**config.mk**
```make
export PLATFORM = sky130hd
export DESIGN_NAME = neuron_seq
export DESIGN_NICKNAME = d
export VERILOG_FILES = /design/src/rtl/nn_pkg.sv /design/src/rtl/neuron_mac.sv /design/src/rtl/neuron_seq.sv
export SDC_FILE = /design/constraint.sdc
export NUM_CORES = 1
export LEC_CHECK = 0
export ABC_AREA = 1
export CAP_MARGIN = 20
export CORE_ASPECT_RATIO = 0.9
export CORE_MARGIN = 2
export CORE_UTILIZATION = 65
export CTS_BUF_LIST = sky130_fd_sc_hd__clkbuf_2
export DETAILED_ROUTE_END_ITERATION = 10
export DONT_BUFFER_PORTS = 1
export PLACE_DENSITY = 0.87
export SLEW_MARGIN = 20
export SYNTH_ARGS = -nofsm -noshare
export SYNTH_HDL_FRONTEND = slang
export SYNTH_SLANG_ARGS = --single-unit
```
**constraint.sdc**
```tcl
create_clock -name clk -period 9.31 [get_ports clk]
set_input_delay 1.3965 -clock clk [delete_from_list [all_inputs] [get_ports clk]]
set_output_delay 1.3965 -clock clk [all_outputs]
set_load 0.02 [all_outputs]
```
**src/rtl/nn_pkg.sv**
```systemverilog
// Shared types for the sequential neuron: FSM states, activation-mode
// encodings and the output saturation helper.
package nn_pkg;

  typedef enum logic [1:0] {
    IDLE = 2'd0,
    ACC  = 2'd1,
    ACT  = 2'd2
  } state_t;

  localparam logic ACT_RELU   = 1'b0;
  localparam logic ACT_LINEAR = 1'b1;

  // Clamp a sign-extended accumulator into an out_w-bit result. ReLU clamps to
  // [0, 2^out_w-1]; linear clamps to the signed out_w-bit range. The caller
  // keeps the low out_w bits.
  function automatic logic [63:0] saturate(input logic signed [63:0] acc,
                                           input int unsigned out_w,
                                           input logic mode);
    logic signed [63:0] hi;
    logic signed [63:0] lo;
    if (mode == ACT_RELU) begin
      hi = (64'sd1 <<< out_w) - 64'sd1;
      lo = 64'sd0;
    end else begin
      hi = (64'sd1 <<< (out_w - 1)) - 64'sd1;
      lo = -(64'sd1 <<< (out_w - 1));
    end
    if (acc < lo) begin
      return lo;
    end else if (acc > hi) begin
      return hi;
    end else begin
      return acc;
    end
  endfunction

endpackage

```
**src/rtl/neuron_mac.sv**
```systemverilog
// Registered signed multiply-accumulate: unsigned operand a times signed
// weight b, with a synchronous load of an initial value (zero or bias).
module neuron_mac #(
  parameter int DATA_W   = 8,
  parameter int WEIGHT_W = 8,
  parameter int ACC_W    = 24
) (
  input  logic                       clk,
  input  logic                       rst_n,
  input  logic                       load,
  input  logic signed [ACC_W-1:0]    load_val,
  input  logic                       en,
  input  logic [DATA_W-1:0]          a,
  input  logic signed [WEIGHT_W-1:0] b,
  output logic signed [ACC_W-1:0]    acc
);

  localparam int PROD_W = DATA_W + WEIGHT_W + 1;

  logic signed [PROD_W-1:0] prod;
  logic signed [ACC_W-1:0]  prod_ext;
  logic signed [ACC_W-1:0]  acc_reg;

  // A zero guard bit keeps the data operand non-negative in the signed product.
  assign prod     = $signed({1'b0, a}) * b;
  assign prod_ext = ACC_W'(prod);
  assign acc      = acc_reg;

  always_ff @(posedge clk or negedge rst_n) begin
    if (!rst_n) begin
      acc_reg <= '0;
    end else if (load) begin
      acc_reg <= load_val;
    end else if (en) begin
      acc_reg <= acc_reg + prod_ext;
    end
  end

endmodule

```
**src/rtl/neuron_seq.sv**
```systemverilog
// Sequential single neuron: one product per cycle, then ReLU or linear
// saturation. Define NEURON_BIAS_EN to add a bias port preloading the acc.
module neuron_seq
  import nn_pkg::*;
#(
  parameter int N_INPUTS = 9,
  parameter int DATA_W   = 8,
  parameter int WEIGHT_W = 8,
  parameter int ACC_W    = 24,
  parameter int OUT_W    = 8
) (
  input  logic                          clk,
  input  logic                          rst_n,
  input  logic                          start,
  input  logic                          act_mode,
  input  logic [N_INPUTS*DATA_W-1:0]    inputs,
  input  logic [N_INPUTS*WEIGHT_W-1:0]  weights,
`ifdef NEURON_BIAS_EN
  input  logic signed [ACC_W-1:0]       bias,
`endif
  output logic                          busy,
  output logic [OUT_W-1:0]              out,
  output logic                          done
);

  localparam int IDX_W     = (N_INPUTS > 1) ? $clog2(N_INPUTS) : 1;
  localparam int MIN_ACC_W = DATA_W + WEIGHT_W + $clog2(N_INPUTS) + 1;
  localparam logic [IDX_W-1:0] LAST_IDX = IDX_W'(N_INPUTS - 1);

  generate
    if (N_INPUTS < 1 || N_INPUTS > 64) begin : g_bad_n
      $error("neuron_seq: N_INPUTS must be in 1..64");
    end
    if (ACC_W < MIN_ACC_W) begin : g_bad_acc
      $error("neuron_seq: ACC_W too narrow for worst-case sum");
    end
    if (ACC_W > 64 || OUT_W > 63) begin : g_bad_wide
      $error("neuron_seq: ACC_W/OUT_W exceed saturation helper width");
    end
  endgenerate

  state_t                         state_reg, state_next;
  logic [N_INPUTS*DATA_W-1:0]     inputs_reg;
  logic [N_INPUTS*WEIGHT_W-1:0]   weights_reg;
  logic                           mode_reg;
  logic [IDX_W-1:0]               idx_reg, idx_next;
  logic [OUT_W-1:0]               out_reg, out_next;
  logic                           done_reg, done_next;
  logic                           capture;
  logic                           mac_load;
  logic                           mac_en;
  logic signed [ACC_W-1:0]        acc;
  logic signed [ACC_W-1:0]        load_val;
  logic [63:0]                    sat_val;

  logic [DATA_W-1:0]              in_arr [N_INPUTS];
  logic signed [WEIGHT_W-1:0]     w_arr  [N_INPUTS];

  generate
    for (genvar gi = 0; gi < N_INPUTS; gi++) begin : g_unpack
      assign in_arr[gi] = inputs_reg[gi*DATA_W +: DATA_W];
      assign w_arr[gi]  = weights_reg[gi*WEIGHT_W +: WEIGHT_W];
    end
  endgenerate

`ifdef NEURON_BIAS_EN
  assign load_val = bias;
`else
  assign load_val = '0;
`endif

  neuron_mac #(
    .DATA_W   (DATA_W),
    .WEIGHT_W (WEIGHT_W),
    .ACC_W    (ACC_W)
  ) u_mac (
    .clk      (clk),
    .rst_n    (rst_n),
    .load     (mac_load),
    .load_val (load_val),
    .en       (mac_en),
    .a        (in_arr[idx_reg]),
    .b        (w_arr[idx_reg]),
    .acc      (acc)
  );

  assign sat_val = saturate(64'(acc), OUT_W, mode_reg);

  always_comb begin
    state_next = state_reg;
    idx_next   = idx_reg;
    out_next   = out_reg;
    done_next  = 1'b0;
    capture    = 1'b0;
    mac_load   = 1'b0;
    mac_en     = 1'b0;
    case (state_reg)
      IDLE: begin
        if (start) begin
          capture    = 1'b1;
          mac_load   = 1'b1;
          idx_next   = '0;
          state_next = ACC;
        end
      end
      ACC: begin
        mac_en = 1'b1;
        if (idx_reg == LAST_IDX) begin
          state_next = ACT;
        end else begin
          idx_next = idx_reg + 1'b1;
        end
      end
      ACT: begin
        out_next   = sat_val[OUT_W-1:0];
        done_next  = 1'b1;
        idx_next   = '0;
        state_next = IDLE;
      end
      default: begin
        state_next = IDLE;
      end
    endcase
  end

  always_ff @(posedge clk or negedge rst_n) begin
    if (!rst_n) begin
      state_reg <= IDLE;
      idx_reg   <= '0;
      out_reg   <= '0;
      done_reg  <= 1'b0;
    end else begin
      state_reg <= state_next;
      idx_reg   <= idx_next;
      out_reg   <= out_next;
      done_reg  <= done_next;
    end
  end

  // Operands are snapshotted at start so later bus changes cannot leak in.
  always_ff @(posedge clk or negedge rst_n) begin
    if (!rst_n) begin
      inputs_reg  <= '0;
      weights_reg <= '0;
      mode_reg    <= ACT_RELU;
    end else if (capture) begin
      inputs_reg  <= inputs;
      weights_reg <= weights;
      mode_reg    <= act_mode;
    end
  end

  assign busy = (state_reg != IDLE);
  assign out  = out_reg;
  assign done = done_reg;

endmodule

```
== After elaboration in Yosys (flattened, before gate mapping) ==
Index checks and enable logic that the tools add are counted.

* Register bits: 184
* Bits of input ports: 148
* Word-level logic and storage cells: 49

* Add/subtract/negate cells: 2
* Multiply operators: 1
* Magnitude comparators: 3
* Equal/unequal tests: 6
* Mux-type cells: 22
* Bitwise logic cells: 1
* Reduce and logical (&&, ||, !) cells: 6

{| class="wikitable"
|+ Operators with widths
! kind !! number
|-
| 8-bit binary-select mux with 4-bit select || 2
|-
| 24-bit by 64-bit < comparator with 1-bit output || 1
|-
| 64-bit 2-to-1 mux || 1
|-
| 8-bit 2-to-1 mux || 7
|-
| 24-bit 2-to-1 mux || 2
|-
| 24-bit by 17-bit adder with 24-bit output || 1
|-
| 24-bit by 9-bit > comparator with 1-bit output || 1
|-
| 9-bit by 8-bit multiplier with 17-bit output || 1
|-
| 4-bit case mux with 3 select lines || 1
|-
| 4-bit 2-to-1 mux || 2
|-
| 2-bit inequality test (second input constant) || 3
|-
| 5-bit greater-or-equal comparator (second input constant) || 1
|-
| 4-bit inverter with 5-bit output || 1
|-
| 4-bit by 1-bit adder with 4-bit output (second input constant) || 1
|-
| 4-bit == test (second input constant) || 1
|-
| 1-bit 2-to-1 mux || 4
|-
| 2-bit 2-to-1 mux || 2
|-
| 2-bit case mux with 2 select lines || 1
|-
| 2-bit nonzero test || 2
|-
| 3-bit AND reduction || 1
|-
| 3-bit nonzero test || 1
|-
| 2-bit by 1-bit == test with 1-bit output (second input constant) || 1
|-
| 2-bit == test (second input constant) || 1
|-
| 2-bit logical NOT || 1
|-
| 2-bit AND reduction || 1
|}

== Depth between registers and ports, before layout ==
* Depth after elaboration: 8
* Gate-level depth with buffers: 29
* Depth with buffers taken out: 28

== Cells and area by module ==
From an unflattened synthesis, not the netlist that was laid out.

* Cell total of the unflattened synthesis: 1,627
* Area total of the unflattened synthesis: 12,610.8 sq um

{| class="wikitable"
|+ By module, submodules not included
! module !! instances !! cells an instance !! area an instance (sq um) !! sequential area each (sq um)
|-
| neuron_seq || 1 || 1,015 || 7,973.9 || 4,003.8
|-
| neuron_mac || 1 || 612 || 4,636.9 || 600.6
|}

== Worst setup path before layout ==
No wires, ideal clock.

* Path kind: register to register
* From: register idx_reg[0]
* To: register u_mac.acc_reg[14], in the netlist u_mac.acc[14]
* Setup time: 0.129 ns
* Arrival: 5.297 ns
* Data required time: 9.181 ns
* Slack: 3.884 ns
* Cell stages (with the launch flop): 26
* Path through: dfrtp_1 -> buf_6 -> nor2_1 -> nor2_1 -> nand2_1 -> nand3_1 -> nand3_1 -> nand2_1 -> inv_2 -> or2_1 -> fa_1 -> fa_1 -> inv_1 -> fa_1 -> fa_1 -> fa_1 -> ha_1 -> nand3_1 -> nand2_1 -> inv_1 -> o21ai_0 -> nand2_1 -> nand2_1 -> a21oi_1 -> o21ai_0 -> o21ai_0

* Word-level cells in the longest chain between the ends: 8
* Elaborated cells on any way between the ends: 11

{| class="wikitable"
|+ RTL lines
! element !! line !! RTL
|-
| from (decl) || neuron_seq.sv:46 || <nowiki>logic [IDX_W-1:0] idx_reg, idx_next;</nowiki>
|-
| from (signal assigned) || neuron_seq.sv:134 || <nowiki>idx_reg <= idx_next;</nowiki>
|-
| 4-bit inverter with 5-bit output (implied by the code) (*) || neuron_seq.sv:82, neuron_seq.sv:83 ||
|-
| 8-bit binary-select mux with 4-bit select, on equally long branches || neuron_seq.sv:82, neuron_seq.sv:83 ||
|-
| 8-bit 2-to-1 mux, on equally long branches (2 in a row) || neuron_seq.sv:82, neuron_seq.sv:83 ||
|-
| 9-bit by 8-bit multiplier with 17-bit output (*) || neuron_mac.sv:25 || <nowiki>assign prod = $signed({1'b0, a}) * b;</nowiki>
|-
| 24-bit by 17-bit adder with 24-bit output (*) || neuron_mac.sv:35 || <nowiki>acc_reg <= acc_reg + prod_ext;</nowiki>
|-
| 24-bit 2-to-1 mux (*) || neuron_mac.sv:34 || <nowiki>end else if (en) begin</nowiki>
|-
| 24-bit 2-to-1 mux (*) || neuron_mac.sv:32 || <nowiki>end else if (load) begin</nowiki>
|-
| to (signal assigned) || neuron_mac.sv:33 || <nowiki>acc_reg <= load_val;</nowiki>
|-
| to (signal assigned) || neuron_mac.sv:35 ||
|-
| to (decl) || neuron_mac.sv:22 || <nowiki>logic signed [ACC_W-1:0] acc_reg;</nowiki>
|}

Every way passes the cells marked *; elsewhere a longest branch is shown, timed or not. The select of a mux whose other input is x is not followed.
A chain may end at the register's enable or synchronous reset.

== Worst setup path after layout ==
Same ends and word-level chain as after synthesis.

==> metrics.yaml <==
setup_path:
  r2r-start: "idx_reg[0]"
  crit_cells: 25
  max_stage_delay_ns: 0.59
  path_buf_inv: 4
  critPathLaunchType: "flop"
  cp.arrival_ns: 7.37
  slowest_stage: "fa_1"
  path_delay_family: "adder cells"
  critPathRequiredTime_ns: 10.01
  crit_fanout: 69
  path_class: "reg -> reg"
  r2r_cells: 25
  ff2ff_setup_slack_ns: 2.64
  end_kind: "flop"
  worstReg2RegEnd: "u_mac.acc[14]"
floorplan:
  start_util: 0.666
  core-area_um2: 18400
  die_area_um2: 20000
  die_x_um: 149
  rows: 47
  die_height_um: 134
  pin_count: 158
final_layout:
  drive_above_1_share: 0.0457
  final_area_um2: 12500
  layout.nets: 1837
  fillers: 1489
  area_growth_pct: 2.04
logic_synthesis:
  yosysMostFrequentCell: "nand2_1"
  synth_common_cells: "nand2_1 (597), dfrtp_1 (184), inv_1 (172)"
  yosysSeqAreaShare: 0.376
  async_reset_ff_frac: 1.00
  synth_edf_count: 0
  synth_seq_cells: 184
  synth.largest_area_cell: "dfrtp_1"
  synth.area.top_cells: "dfrtp_1 (38%), nand2_1 (18%), ha_1 (9.8%), fa_1 (8.3%), inv_1 (5.3%)"
  synth_area_um2: 12300
  synth_cells: 1576
  ys_warn_count: 0
  ys_types: 39
  avgSynthCellArea_um2: 7.77
  synth_top_cell_area_share: 0.376
  synthesis.nets: 1871
  synth_ff_type: "dfrtp_1"
clock_network:
  clk_pin_slew_ns: 0.29
  tritoncts: "yes"
  post_cts_buffers: 0
  cts_root_buf: "clkbuf_2"
  cts_made_buffers: 17
  clockBufferDepth: 2
  cts.sinks: 184
  htreeDepth: 4
  ctsHoldBuffers: 0
  worstSkewPairLatency_ns: 0.81
  cts_resized: 0
sta:
  worst_pin_slew_ns: 0.928
  hold_violations: 0
  layout_setup_ws_ns: 2.64
  whs_ns: 0.222
  slew_viol_final: 0
  relSlewSlack: 0.381
  fin_crit_sh: 0.717
  rsz0062_at_grt: "no"
  tns_ns: 0
  setup_viol_count_final: 0
  max_freq_mhz: 150
  fin_skew_ns: 0.0460
  finalCriticalPeriod_ns: 6.67
global_route:
  grtUsageTotal: 0.306
  grt_max_degree: 185
  grt.overflow.total: 0
  grt_pass1_vias: 9631
  grt_pass1_wl_um: 47800
  antenna_found_initial: 1
route:
  post_drt_via_cell_ratio: 5.73
  wl_per_cell_um: 16.4
  dr.first_iter.drc_count: 1011
  drc: 0
  firstDrtPassIters: 9
  vias: 10321
  routed_wl_um: 29500
  ant_nets: 0
job:
  max-cap-violations: 0
placed_design:
  post-place-ws_ns: 2.74
  place_congestion: 0.950
  placed_area_um2: 12300
  dp_hpwl_um: 22100
  port_buffers: 0
min_path:
  hold_class: "in -> async"
status:
  status: "completed"
-- cell type report --
cell class / count / area (µm²) / area share
Antenna cell: 1 / 2.50 / 0.000200
Tap cell: 245 / 307 / 0.0245
Timing Repair Buffer: 7 / 52.6 / 0.00420
Multi-Input combinational cell: 1153 / 6650 / 0.532
Clock buffer: 19 / 95.1 / 0.00761
Clock inverter: 12 / 113 / 0.00901
Inverter: 179 / 678 / 0.0542
Sequential cell: 184 / 4610 / 0.368
-- layout by cell type, fill, tap and decap left out, types with 3 or more instances in the layout --
master and count:
a21oi_1 43, buf_4 7, clkbuf_2 19, clkinvlp_4 4, dfrtp_1 183, fa_1 51, ha_1 96, inv_1 172
inv_2 3, inv_6 4, nand2_1 597, nand3_1 36, nand3b_1 3, nand4_1 6, nor2_1 113, nor2_2 3
nor3_1 6, o211ai_1 5, o211ai_2 5, o21ai_0 118, o21ai_1 6, o21ai_2 15, o221ai_1 20, o22ai_1 12
-- metal layers --
layer / vias to the layer above / global-route usage / part of all wire
met5: - / 0 / 0
met4: 0 / 0.0857 / 0.021
met3: 51 / 0.0677 / 0.096
met2: 455 / 0.453 / 0.43
met1: 4891 / 0.458 / 0.45
li1: 4924 / - / -
-- worst max-delay path by stage --
stage          startpoint            end  slack (ns)
6_report       idx_reg[0]  u_mac.acc[14]        2.64
5_1_grt        idx_reg[0]  u_mac.acc[14]        2.19
4_1_cts        idx_reg[0]  u_mac.acc[18]        2.72
3_5_place_dp   idx_reg[0]  u_mac.acc[18]        2.74
3_3_place_gp   idx_reg[0]  u_mac.acc[14]        2.92
2_1_floorplan  idx_reg[0]  u_mac.acc[14]        3.88
-- cells by family after synthesis --
kind of cell,after synthesis,synth area share
AO/OA/AOI/OAI,233,0.114
XOR/XNOR,3,0.00215
adder cells (fa/ha/maj),147,0.181
buffers and inverters,239,0.0819
flip-flops,184,0.376
AND/OR/NAND/NOR,770,0.245
-- worst reg2reg max path: stages, from the launching register on --
cell	delay [ns]
dfrtp_2	0.43
buf_4	0.54
nor2_1	0.12
nor2_1	0.13
nand2_1	0.06
nand3_1	0.06
nand3_1	0.10
nand2_1	0.46
inv_2	0.20
or2_1	0.30
fa_1	0.51
fa_1	0.54
inv_1	0.05
fa_1	0.50
fa_1	0.59
fa_1	0.44
ha_1	0.37
nand3_1	0.11
nand2_1	0.15
inv_1	0.07
o21ai_0	0.43
nand2_1	0.10
nand2_1	0.10
a21oi_1	0.06
o21ai_0	0.08
o21ai_0	0.10
-- stage by stage --
| step | util | std cells |
|---|---|---|
| final | 0.679 | 1800 |
| after global routing | 0.679 | 1800 |
| after CTS | 0.679 | 1799 |
| after detailed placement | 0.668 | 1768 |
| after global placement | 0.668 | 1768 |
| after floorplan | - | 1576 |
Power is not shown: default switching activity piles up to over one toggle a cycle in this logic, so the estimate is an artifact.
